`src/rtl/chase_pkg.sv`:
```
// chase_pkg: shared definitions for the seven-segment chaser controller.
// Holds the mode encoding, the blank-scan pattern, parameter defaults for
// chase_ctrl and the one-hot active-low scan helper.
package chase_pkg;

    localparam logic [1:0] MODE_LEFT  = 2'd0;
    localparam logic [1:0] MODE_RIGHT = 2'd1;
    localparam logic [1:0] MODE_STOP  = 2'd2;

    localparam logic [7:0] SCAN_OFF = 8'hFF;

    localparam int unsigned PW_DEF         = 31;
    localparam int unsigned PERIOD_RST_DEF = 60_000_000;
    localparam int unsigned PERIOD_MIN_DEF = 8_000_000;
    localparam int unsigned PERIOD_MAX_DEF = 1_000_000_000;
    localparam int unsigned STEP_DN_DEF    = 8_000_000;
    localparam int unsigned STEP_UP_DEF    = 10_000_000;
    localparam int unsigned DB_CYCLES_DEF  = 1_000_000;

    typedef enum logic [1:0] {
        ST_LEFT  = MODE_LEFT,
        ST_RIGHT = MODE_RIGHT,
        ST_STOP  = MODE_STOP
    } mode_e;

    // Active-low one-hot digit enable for digit index p.
    function automatic logic [7:0] scan_onehot(input logic [2:0] p);
        return ~(8'b1 << p);
    endfunction

endpackage

```
`src/rtl/chase_btn_cond.sv`:
```
// btn_cond: conditions one raw push-button into a single-cycle press pulse.
// Path: 2-flop synchroniser -> conditioner -> rising-edge detector (registered).
// Optional macro CHASE_DEBOUNCE_EN: conditioner is a debounce filter that only
// accepts a new level after DB_CYCLES consecutive differing samples; without
// it the conditioner is a plain wire and DB_CYCLES has no effect.
// Ports:
//   clk   in  system clock
//   rst   in  asynchronous active-high reset
//   raw   in  asynchronous button level
//   press out one-cycle pulse per accepted rising edge
module btn_cond #(
    parameter int unsigned DB_CYCLES = 1_000_000
) (
    input  logic clk,
    input  logic rst,
    input  logic raw,
    output logic press
);

    logic sync1;
    logic sync2;
    logic clean;
    logic clean_d;

    always_ff @(posedge clk or posedge rst) begin
        if (rst) begin
            sync1 <= 1'b0;
            sync2 <= 1'b0;
        end else begin
            sync1 <= raw;
            sync2 <= sync1;
        end
    end

`ifdef CHASE_DEBOUNCE_EN
    localparam int unsigned CW = $clog2(DB_CYCLES + 1);
    localparam logic [CW-1:0] DB_LAST = CW'(DB_CYCLES - 1);

    logic [CW-1:0] db_cnt;

    // Counter runs only while the synchronised level disagrees with the
    // accepted level; any agreement restarts the stability window.
    always_ff @(posedge clk or posedge rst) begin
        if (rst) begin
            db_cnt <= '0;
            clean  <= 1'b0;
        end else if (sync2 == clean) begin
            db_cnt <= '0;
        end else if (db_cnt == DB_LAST) begin
            db_cnt <= '0;
            clean  <= sync2;
        end else begin
            db_cnt <= db_cnt + 1'b1;
        end
    end
`else
    assign clean = sync2;

    // DB_CYCLES is accepted for interface compatibility but unused here.
    if (DB_CYCLES == 0) begin : g_db_unused
    end
`endif

    always_ff @(posedge clk or posedge rst) begin
        if (rst) begin
            clean_d <= 1'b0;
            press   <= 1'b0;
        end else begin
            clean_d <= clean;
            press   <= clean & ~clean_d;
        end
    end

endmodule

```
`src/rtl/chase_ctrl.sv`:
```
// chase_ctrl: control/scheduling for the 8-digit seven-segment chaser.
// Conditions five buttons, runs the LEFT/RIGHT/STOP mode FSM, holds the
// saturating step-period register, generates the step tick and drives the
// active-low one-hot digit scan.
// Optional macro CHASE_DEBOUNCE_EN enables the debounce filter in btn_cond.
// Ports:
//   clk                          in  system clock
//   rst                          in  asynchronous active-high reset
//   btnu/btnd/btnl/btnr/btnc     in  raw buttons (faster/slower/left/right/stop)
//   mode   [1:0]                 out 0 LEFT, 1 RIGHT, 2 STOP
//   period [PW-1:0]              out clk cycles per step
//   tick                         out one-cycle step strobe
//   pos    [2:0]                 out lit digit index
//   scan   [7:0]                 out active-low one-hot digit enables
//
// state   | meaning
// ST_LEFT | chasing, pos increments on tick
// ST_RIGHT| chasing, pos decrements on tick
// ST_STOP | halted, counter held at 0, all digits blanked
module chase_ctrl
    import chase_pkg::*;
#(
    parameter int unsigned PW         = PW_DEF,
    parameter int unsigned PERIOD_RST = PERIOD_RST_DEF,
    parameter int unsigned PERIOD_MIN = PERIOD_MIN_DEF,
    parameter int unsigned PERIOD_MAX = PERIOD_MAX_DEF,
    parameter int unsigned STEP_DN    = STEP_DN_DEF,
    parameter int unsigned STEP_UP    = STEP_UP_DEF,
    parameter int unsigned DB_CYCLES  = DB_CYCLES_DEF
) (
    input  logic          clk,
    input  logic          rst,
    input  logic          btnu,
    input  logic          btnd,
    input  logic          btnl,
    input  logic          btnr,
    input  logic          btnc,
    output logic [1:0]    mode,
    output logic [PW-1:0] period,
    output logic          tick,
    output logic [2:0]    pos,
    output logic [7:0]    scan
);

    localparam logic [PW:0] P_MIN     = (PW+1)'(PERIOD_MIN);
    localparam logic [PW:0] P_MAX     = (PW+1)'(PERIOD_MAX);
    localparam logic [PW:0] P_UP      = (PW+1)'(STEP_UP);
    localparam logic [PW:0] P_DEC_THR = (PW+1)'(PERIOD_MIN + STEP_DN);

    logic press_u, press_d, press_l, press_r, press_c;

    btn_cond #(.DB_CYCLES(DB_CYCLES)) u_btn_u (.clk(clk), .rst(rst), .raw(btnu), .press(press_u));
    btn_cond #(.DB_CYCLES(DB_CYCLES)) u_btn_d (.clk(clk), .rst(rst), .raw(btnd), .press(press_d));
    btn_cond #(.DB_CYCLES(DB_CYCLES)) u_btn_l (.clk(clk), .rst(rst), .raw(btnl), .press(press_l));
    btn_cond #(.DB_CYCLES(DB_CYCLES)) u_btn_r (.clk(clk), .rst(rst), .raw(btnr), .press(press_r));
    btn_cond #(.DB_CYCLES(DB_CYCLES)) u_btn_c (.clk(clk), .rst(rst), .raw(btnc), .press(press_c));

    mode_e state_q;
    mode_e state_n;
    logic  mode_chg;

    always_ff @(posedge clk or posedge rst) begin
        if (rst) begin
            state_q <= ST_LEFT;
        end else begin
            state_q <= state_n;
        end
    end

    always_comb begin
        state_n  = state_q;
        mode_chg = 1'b0;
        if (press_l) begin
            state_n = ST_LEFT;
        end else if (press_r) begin
            state_n = ST_RIGHT;
        end else if (press_c) begin
            state_n = ST_STOP;
        end
        mode_chg = (state_n != state_q);
    end

    assign mode = state_q;

    // Period arithmetic carries one extra bit so the upward sum cannot wrap
    // before it is compared against the saturation bound.
    logic [PW-1:0] period_q;
    logic [PW-1:0] period_n;
    logic [PW:0]   sum_up;

    assign sum_up = {1'b0, period_q} + P_UP;

    always_comb begin
        period_n = period_q;
        if (press_u && !press_d) begin
            if ({1'b0, period_q} >= P_DEC_THR) begin
                period_n = period_q - PW'(STEP_DN);
            end else begin
                period_n = P_MIN[PW-1:0];
            end
        end else if (press_d && !press_u) begin
            if (sum_up <= P_MAX) begin
                period_n = sum_up[PW-1:0];
            end else begin
                period_n = P_MAX[PW-1:0];
            end
        end
    end

    always_ff @(posedge clk or posedge rst) begin
        if (rst) begin
            period_q <= PW'(PERIOD_RST);
        end else begin
            period_q <= period_n;
        end
    end

    assign period = period_q;

    // Tick counter: '>=' lets a period that shrinks below the running count
    // wrap on the next cycle instead of counting through the full range.
    logic [PW-1:0] cnt;

    always_ff @(posedge clk or posedge rst) begin
        if (rst) begin
            cnt  <= '0;
            tick <= 1'b0;
        end else if (mode_chg || state_q == ST_STOP) begin
            cnt  <= '0;
            tick <= 1'b0;
        end else if (cnt >= period_q - PW'(1)) begin
            cnt  <= '0;
            tick <= 1'b1;
        end else begin
            cnt  <= cnt + 1'b1;
            tick <= 1'b0;
        end
    end

    always_ff @(posedge clk or posedge rst) begin
        if (rst) begin
            pos  <= 3'd0;
            scan <= scan_onehot(3'd0);
        end else begin
            if (tick) begin
                if (state_q == ST_RIGHT) begin
                    pos <= pos - 3'd1;
                end else begin
                    pos <= pos + 3'd1;
                end
            end
            scan <= (state_q == ST_STOP) ? SCAN_OFF : scan_onehot(pos);
        end
    end

endmodule

```
`config.mk`:
```
export PLATFORM = sky130hd
export DESIGN_NAME = chase_ctrl
export DESIGN_NICKNAME = d
export VERILOG_FILES = /design/src/rtl/chase_pkg.sv /design/src/rtl/chase_btn_cond.sv /design/src/rtl/chase_ctrl.sv
export SDC_FILE = /design/constraint.sdc
export NUM_CORES = 1
export LEC_CHECK = 0
export ABC_AREA = 1
export CORE_UTILIZATION = 64
export DETAILED_ROUTE_END_ITERATION = 8
export PLACE_DENSITY = 0.86
export SETUP_SLACK_MARGIN = 0.1
export SLEW_MARGIN = 40
export SYNTH_ARGS = -nofsm -noshare
export SYNTH_HDL_FRONTEND = slang
export SYNTH_HIERARCHICAL = 1
export SYNTH_SLANG_ARGS = --single-unit
```
`constraint.sdc`:
```
create_clock -name clk -period 9.65 [get_ports clk]
set_input_delay 2.895 -clock clk [delete_from_list [all_inputs] [get_ports clk]]
set_output_delay 2.895 -clock clk [all_outputs]
set_load 0.005 [all_outputs]
```
==> results.toml, run 1 <==
[power]
power_switching_w = 0.0009338
p_leak_nw = 3.515
power_density_mw_per_mm2 = 258.8
vdd_drop_max_mv = 0.1801
p_int_w = 0.0009588
p_clk_frac = 0.153
p_sw_frac = 0.4934
p_seq_frac = 0.318
combPwrFrac = 0.529

[yosys]
synth.ff_latch_count = 89
synth_area_per_cell_sq_um = 7.061
yosysUniqueCellTypes = 48
syn-cell-area_sq_mm = 0.006715
synth_edf_count = 0
synth-main-ff-cell = "dfrtp_1"
postSynthCellCount = 951
synth_top_cell_by_area = "dfrtp_1"
async_flop_share = 1.000
ys_warn_count = 6
ys_top_cells_by_count = "228 x nand2_1, 123 x nor2_1, 110 x inv_1, 80 x nand3_1, 72 x dfrtp_1"
ys_top_cells_by_area = "dfrtp_1 27%, nand2_1 13%, nor2_1 6.9%"
yosysMostFrequentCell = "nand2_1"
synth_top_cell_area_share = 0.2683
yosysSeqAreaShare = 0.3348

[sta]
setup_viol = 0
grt_setup_unrepaired = "no"
fin_tns_setup_ns = 0
tightest_slew_ns = 0.8052
finalCritPeriodShare = 0.4811
relSlewSlack = 0.4612
final-hold-violation-count = 0
timing.fmax_mhz = 215.4
fin_crit_ns = 4.642
skew_ns = 0.01678
maxSlewViolCount = 0

[clocking]
numClockSinks = 89
cts_resized = 0
post_cts_buffers = 0
clockBufferDepth = 2
clock_latency_ns = 0.38
ctsHoldBuffers = 0
cts_tree = "built"
cts_made_buffers = 9
h-tree-depth = 3
root_buffer = "clkbuf_8"
path_clk_slew_ns = 0.09

[detailed_routing]
wl_per_cell_um = 15.65
drc = 0
routed_wl_mm = 17.55
drt_pass1_iterations = 6
vias_per_cell = 5.760
drtAntennaViolNets = 0
via_count = 6457
drtIter0Drc = 509

[layout]
diodes = 0
n_fill_cell = 905
drive_gt1_frac = 0.08629
fin_nets = 1019
final-instance-count-excl-fill = 1121
syn_to_final_growth_pct = 8.888

[setup_path]
required_ns = 6.76
critPathBufInv = 1
crit_fanout = 11
arrival_ns = 1.75
cp_slowest_cell = "dfrtp_1"
path_cells = "clkdlybuf4s50_1"
r2r_setup_slack_ns = 5.61
cp-start-kind = "flop"
endpoint_kind = "output port"
critPathKind = "flop to output port"
crit_family = "flip-flops"
slowest_delay_ns = 0.75

[die]
rows = 37
die_w_um = 104.4
start_util = 0.6564
die_h_um = 104.4
core-area_sq_mm = 0.01023
dieArea_sq_mm = 0.01091
ios = 52

[global_routing]
grt_start_max_net_pins = 70
antenna_found_initial = 0
overflow = 0
first_global_vias = 6033
grt_first_pass_wirelength_mm = 28.90
gr-usage-all-layers = 0.3351

[placed_design]
io_buffers = 44
dp.cells = 1105
dpl.hpwl_mm = 13.08
finalWeightedCongestion = 0.9947

[job]
maxCapViolCount = 0

[status]
status = "finished clean"

[min_path]
hp-class = "flop to flop"
[logic make-up after synthesis]
family	share of synthesized area
DFF	0.3348
AOI/OAI and AO/OA	0.07882
other	0.0005584
adders and majority gates	0.06074
and+or+nand+nor	0.3520
xor gates and xnor gates	0.06260
buffers and inverters	0.1105
[final timing paths]
| check | from | endpoint | cells after the start |
|---|---|---|---|
| min in group asynchronous | rst | u_btn_r/sync1 | 2 |
| worst min-delay path | u_btn_d/sync1 | u_btn_d/clean | 0 |
| worst min register to register | u_btn_d/sync1 | u_btn_d/clean | 0 |
| worst max-delay path | period[19] | period[19] | 1 |
| max in group asynchronous | rst | cnt[29] | 3 |
| worst max register to register | period[7] | cnt[7] | 17 |
[cell usage in the layout, fill, tap and decap left out, drive strengths merged, types with 4 or more instances in the layout]
| cell | instances |
|---|---|
| ha | 31 |
| nor3 | 33 |
| dfstp | 17 |
| dfrtp | 72 |
| nor2 | 142 |
| inv | 125 |
| xnor2 | 7 |
| nand3 | 86 |
| clkbuf | 10 |
| nand4 | 23 |
| a31oi | 7 |
| a211oi | 5 |
| nand2 | 236 |
| o21ai | 37 |
| conb | 7 |
| a21oi | 32 |
| clkdlybuf4s50 | 44 |
| xor2 | 41 |
| nor4 | 7 |
| nor3b | 4 |
[layer usage]
| metal | global-route usage | vias to the layer above | part of all wire |
|---|---|---|---|
| li1 | - | 3112 | - |
| met5 | 0 | - | 0 |
| met1 | 0.4325 | 2990 | 0.41 |
| met2 | 0.5421 | 299 | 0.47 |
| met4 | 0.1388 | 0 | 0.031 |
| met3 | 0.07581 | 56 | 0.091 |
[sequential cells by signal (all words and copies together), names as in the netlist, 2 cells and up]
signal	count
cnt	31
period	24
scan	8
pos	3
mode	2
[layout make-up]
type,instances,area (sq um),share of cell area
clock buffer,10,127.6,0.01745
timing repair buffer,46,459.2,0.06280
sequential,89,2248,0.3075
inverter,123,469.2,0.06417
tap,136,170.2,0.02327
multi-input combinational,711,3747,0.5125
clock inverter,6,90.09,0.01232
[through the flow]
stage	area, sq um	power [W]	setup slack (ns)	hold WS [ns]	util
after global routing	7312	0.002034	4.971	0.3622	0.7147
after global placement	7091	0.001552	5.415	0.3358	0.6930
after floorplan	6738	0.001314	5.043	0.3312	-
after detailed placement	7094	0.001569	5.455	0.3356	0.6934
final	7312	0.001893	5.008	0.3550	0.7147
after CTS	7312	0.001867	5.042	0.3581	0.7147
[power by group through the flow]
stage / sequential (W) / combinational [W] / clock [W]
final: 0.000601 / 0.00100 / 0.000290
after global routing: 0.000612 / 0.00111 / 0.000308
after CTS: 0.000594 / 0.000981 / 0.000292
after detailed placement: 0.000600 / 0.000969 / 0
after global placement: 0.000592 / 0.000959 / 0
after floorplan: 0.000495 / 0.000819 / 0
No activity file was read; power rests on OpenSTA's default activity.
==> inputs of run 2 (changes only) <==
--- a/config.mk
+++ b/config.mk
@@ -6,9 +6,9 @@
 export NUM_CORES = 1
 export LEC_CHECK = 0
 export ABC_AREA = 1
-export CORE_UTILIZATION = 64
+export CORE_UTILIZATION = 60
 export DETAILED_ROUTE_END_ITERATION = 8
-export PLACE_DENSITY = 0.86
+export PLACE_DENSITY = 0.82
 export SETUP_SLACK_MARGIN = 0.1
 export SLEW_MARGIN = 40
 export SYNTH_ARGS = -nofsm -noshare
==> constraint.sdc (replaced) <==
create_clock -name clk -period 4.37 [get_ports clk]
set_input_delay 1.311 -clock clk [delete_from_list [all_inputs] [get_ports clk]]
set_output_delay 1.311 -clock clk [all_outputs]
set_load 0.005 [all_outputs]
==> run 2 against run 1 <==
Hold slack better by 0.0037 ns; register-to-register slack worse by 4.9 ns; clock-buffer cell count stayed put; critical endpoint is now cnt[23]; non-clock buffer count is 4 higher; total power is 120% higher; via count is 2.4% lower; die area is 6.5% higher; setup slack worse by 4.3 ns; critical path depth is 16 higher; highest routed layer unchanged.
==> results.toml, run 2 (synthesis results as in run 1) <==
[status]
status = "finished clean"

[sta]
maxSlewViolCount = 0
grt_setup_unrepaired = "no"
setup_viol = 0
skew_ns = 0.01532
final-hold-violation-count = 0
finalCritPeriodShare = 0.8314
setup_ws_ns = 0.7368
relSlewSlack = 0.5124
fin_tns_setup_ns = 0
tightest_slew_ns = 0.7286
fin_crit_ns = 3.633
timing.fmax_mhz = 275.2

[power]
p_clk_frac = 0.146
p_int_w = 0.002073
p_seq_frac = 0.320
power_density_mw_per_mm2 = 560.0
p_leak_nw = 3.516
combPwrFrac = 0.534
p_sw_frac = 0.4947
vdd_drop_max_mv = 0.4036
power_switching_w = 0.002030

[detailed_routing]
drc = 0
vias_per_cell = 5.582
via_count = 6302
drt_pass1_iterations = 5
drtAntennaViolNets = 0
drtIter0Drc = 499
wl_per_cell_um = 14.73
routed_wl_mm = 16.63

[die]
start_util = 0.6168
die_w_um = 107.8
ios = 52
dieArea_sq_mm = 0.01162
die_h_um = 107.8
rows = 38
core-area_sq_mm = 0.01089

[global_routing]
grt_start_max_net_pins = 34
overflow = 0
grt_first_pass_wirelength_mm = 28.21
gr-usage-all-layers = 0.3141
antenna_found_initial = 0
first_global_vias = 5870

[setup_path]
endpoint_kind = "flop"
required_ns = 4.67
crit_family = "simple AND/OR/NAND/NOR gates"
cp_num_cells = 17
timing.rr.start = "period[7]"
cp-start-kind = "flop"
worstSetupEndpoint = "cnt[23]"
rr_endpoint = "cnt[23]"
arrival_ns = 3.94
critPathBufInv = 2
critPathKind = "flop to flop"
path_cells = "inv_1 > ha_1 > nand2_1 > nor2_1 > nand2_1 > nor4_1 > nand3_1 > xor2_1 > ha_1 > a21oi_1 > nor2_1 > a211oi_1 > o211ai_1 > a21oi_1 > nand4_1 > buf_4 > nor3_1"
r2r_setup_slack_ns = 0.74
cp_slowest_cell = "dfrtp_1"
rr_worst_depth = 17
slowest_delay_ns = 0.44
startpoint = "period[7]"
crit_fanout = 27

[clocking]
ctsHoldBuffers = 0
clock_latency_ns = 0.39
post_cts_buffers = 0
cts_made_buffers = 9
path_clk_slew_ns = 0.10
clockBufferDepth = 2
root_buffer = "clkbuf_8"
numClockSinks = 89
cts_resized = 0
cts_tree = "built"
h-tree-depth = 3

[layout]
diodes = 0
final_common_cell = "nand2_1"
syn_to_final_growth_pct = 9.130
largest_reg_flops = 31
layout_common_cells = "228 x nand2_1, 123 x nor2_1, 109 x inv_1"
largest_register = "cnt"
fin_nets = 1023
drive_gt1_frac = 0.08898

[job]
maxCapViolCount = 0

[placed_design]
dpl_worst_slack_ns = 0.8538
dpl.hpwl_mm = 12.84
io_buffers = 44
finalWeightedCongestion = 0.9716

[min_path]
hp-class = "flop to flop"
-- run 2: worst min-delay path by stage --
stage	from	slack, ns	to	cells after the start
4_1_cts	u_btn_d/sync1	0.37	u_btn_d/clean	0
5_1_grt	u_btn_d/sync1	0.37	u_btn_d/clean	0
3_3_place_gp	u_btn_c/sync1	0.33	u_btn_c/clean	0
2_1_floorplan	u_btn_c/sync1	0.33	u_btn_c/clean	0
6_report	u_btn_d/sync1	0.36	u_btn_d/clean	0
3_5_place_dp	u_btn_d/sync1	0.34	u_btn_d/clean	0
-- run 2: per-stage QoR --
| stage | area [sq um] | std cells | utilization | total power (W) | hold WS [ns] |
|---|---|---|---|---|---|
| final | 7328 | 1129 | 0.6731 | 0.004104 | 0.3588 |
| after global routing | 7328 | 1129 | 0.6731 | 0.004474 | 0.3709 |
| after CTS | 7328 | 1129 | 0.6731 | 0.004079 | 0.3664 |
| after detailed placement | 7126 | 1113 | 0.6544 | 0.003466 | 0.3394 |
| after global placement | 7126 | 1113 | 0.6544 | 0.003444 | 0.3334 |
| after floorplan | 6738 | 957 | - | 0.002901 | 0.3312 |
-- run 2: worst register-to-register path: stages, from the launching register on --
cell and delay, ns:
dfrtp_1 0.44, inv_1 0.15, ha_1 0.23, nand2_1 0.10, nor2_1 0.19, nand2_1 0.12, nor4_1 0.43, nand3_1 0.22
xor2_1 0.19, ha_1 0.18, a21oi_1 0.13, nor2_1 0.05, a211oi_1 0.19, o211ai_1 0.12, a21oi_1 0.18, nand4_1 0.12
buf_4 0.26, nor3_1 0.23
-- run 2: final cells by class --
cell class	count	area, sq um
repair buffers	50	485.5
clock buffers	10	127.6
flip-flops and latches	89	2248
clock inverters	6	75.07
fillers	978	3560
well taps	140	175.2
inverters	123	469.2
multi-input cells	711	3747
-- run 2: layer usage --
| layer | part of all wire | track usage |
|---|---|---|
| met5 | 0 | 0 |
| met2 | 0.44 | 0.4712 |
| met1 | 0.45 | 0.4310 |
| met3 | 0.083 | 0.06901 |
| met4 | 0.032 | 0.1448 |
-- run 2: power groups by stage --
stage	clock network, W	logic [W]	registers [W]
after global placement	0	0.00213	0.00131
after detailed placement	0	0.00215	0.00132
final	0.000598	0.00219	0.00131
after CTS	0.000614	0.00216	0.00130
after floorplan	0	0.00181	0.00109
after global routing	0.000648	0.00249	0.00134
==> inputs of run 3 (changes only) <==
==> constraint.sdc (replaced) <==
create_clock -name clk -period 3.7 [get_ports clk]
set_input_delay 1.11 -clock clk [delete_from_list [all_inputs] [get_ports clk]]
set_output_delay 1.11 -clock clk [all_outputs]
set_load 0.005 [all_outputs]
==> run 3 against run 2 <==
Hold slack improved by 0.0060 ns; maximum frequency rose by 12%; sequential share of layout area fell by 0.57 points; non-clock buffer count rose by 7; routed wire length rose by 1.3%; sequential power rose by 15%; setup slack got worse by 0.28 ns; clock skew rose by 0.00051 ns; largest cell class unchanged; largest power group unchanged.
==> results.toml, run 3 (synthesis results as in run 1) <==
[status]
status = "finished clean"

[sta]
timing.fmax_mhz = 308.2
final-hold-violation-count = 0
maxSlewViolCount = 0
skew_ns = 0.01583
grt_setup_unrepaired = "no"
fin_crit_ns = 3.245
fin_tns_setup_ns = 0
relSlewSlack = 0.5093
hold_ws_ns = 0.3647
tightest_slew_ns = 0.7333
finalCritPeriodShare = 0.8770
setup_viol = 0

[power]
vdd_drop_max_mv = 0.4249
power_density_mw_per_mm2 = 672.7
p_leak_nw = 3.579

[clocking]
numClockSinks = 89
ctsHoldBuffers = 0
cts_made_buffers = 9
h-tree-depth = 3
clock_latency_ns = 0.39
path_clk_slew_ns = 0.09
root_buffer = "clkbuf_8"
clockBufferDepth = 2
cts_tree = "built"

[die]
die_w_um = 107.8
core-area_sq_mm = 0.01089
rows = 38
ios = 52
start_util = 0.6168
dieArea_sq_mm = 0.01162
die_h_um = 107.8

[layout]
drive_gt1_frac = 0.1054
fin_util = 0.6862
largest_register = "cnt"
n_fill_cell = 959
regArea_sq_mm = 0.002250
fin_nets = 1030
final-instance-count-excl-fill = 1136
multi_input_comb_area_sq_mm = 0.003785
final_common_cell = "nand2_1"
syn_to_final_growth_pct = 11.25
diodes = 0
largest_reg_flops = 31
layout_common_cells = "228 x nand2_1, 118 x nor2_1, 109 x inv_1"

[setup_path]
cp_slowest_cell = "dfstp_2"
endpoint_kind = "flop"
r2r_setup_slack_ns = 0.46
path_cells = "inv_2 > nand3_1 > nor2_2 > nand4_1 > inv_1 > nand3_1 > nor2_2 > nand3_1 > xor2_1 > ha_1 > nand2_1 > inv_1 > nand3_1 > nor3_1 > nand3_1 > nand4_1 > buf_6 > nor3_1"
rr_worst_depth = 18
path_common_cell = "nand3_1"
slowest_delay_ns = 0.43
startpoint = "period[9]"
crit_fanout = 27
required_ns = 3.96
cp-start-kind = "flop"
critPathKind = "flop to flop"
timing.rr.start = "period[9]"
arrival_ns = 3.51
worstSetupEndpoint = "cnt[23]"
rr_endpoint = "cnt[23]"

[placed_design]
finalWeightedCongestion = 0.9757
io_buffers = 44
dpl.hpwl_mm = 12.75
dp.cells = 1119

[global_routing]
overflow = 0
grt_start_max_net_pins = 70
first_global_vias = 5958
antenna_found_initial = 0
grt_first_pass_wirelength_mm = 28.43
gr-usage-all-layers = 0.3152

[detailed_routing]
routed_wl_mm = 16.86
drtIter0Drc = 504
drt_pass1_iterations = 7
vias_per_cell = 5.596
drc = 0
drtAntennaViolNets = 0
wl_per_cell_um = 14.84
via_count = 6357

[min_path]
hp-class = "flop to flop"
holdPathStages = 0

[job]
maxCapViolCount = 0
-- run 3: metal layers --
| metal | track usage | vias up | share of wire |
|---|---|---|---|
| li1 | - | 3139 | - |
| met1 | 0.4244 | 2889 | 0.43 |
| met2 | 0.4968 | 290 | 0.46 |
| met3 | 0.05932 | 39 | 0.083 |
| met4 | 0.1311 | 0 | 0.025 |
| met5 | 0 | - | 0 |
-- run 3: critical path, delay by kind of cell, from the launching register on --
family	cells	cell delay [ns]
xor gates and xnor gates	1	0.17
adders and majority gates	1	0.32
buffers and inverters	4	0.51
DFF	1	0.43
and+or+nand+nor	12	1.69
-- run 3: worst min-delay path by stage --
stage,start,to
3_3_place_gp,u_btn_d/sync1,u_btn_d/clean
6_report,u_btn_c/sync1,u_btn_c/clean
3_5_place_dp,u_btn_r/sync1,u_btn_r/clean
4_1_cts,u_btn_c/sync1,u_btn_c/clean
5_1_grt,u_btn_l/sync1,u_btn_l/clean
2_1_floorplan,u_btn_c/sync1,u_btn_c/clean
-- run 3: layout make-up --
class	instances	area share
clock inverters	7	0.01524
clock buffers	9	0.01658
well taps	140	0.02345
repair buffers	57	0.07419
inverters	123	0.06280
flip-flops and latches	89	0.3011
multi-input cells	711	0.5066
-- run 3: repair_timing --
action / in CTS / in global routing
resized for setup: 0 / 11
setup buffers: 0 / 1
setup endpoints to repair: 0 / 32
-- run 3: where the power goes --
part / leakage (nW) / internal, W / switching, W
logic: 2.35 / 0.00102 / 0.00172
registers: 1.11 / 0.00116 / 0.000339
clock network: 0.118 / 0.000394 / 0.000398
-- run 3: per-stage QoR --
step	setup WS (ns)	area [sq um]	power, W
finish	0.4550	7471	0.005026
global route	0.1190	7471	0.005449
CTS	0.1870	7421	0.004963
detailed placement	0.2039	7183	0.004153
global placement	0.3608	7183	0.004127
floorplan	0.4545	6738	0.003427
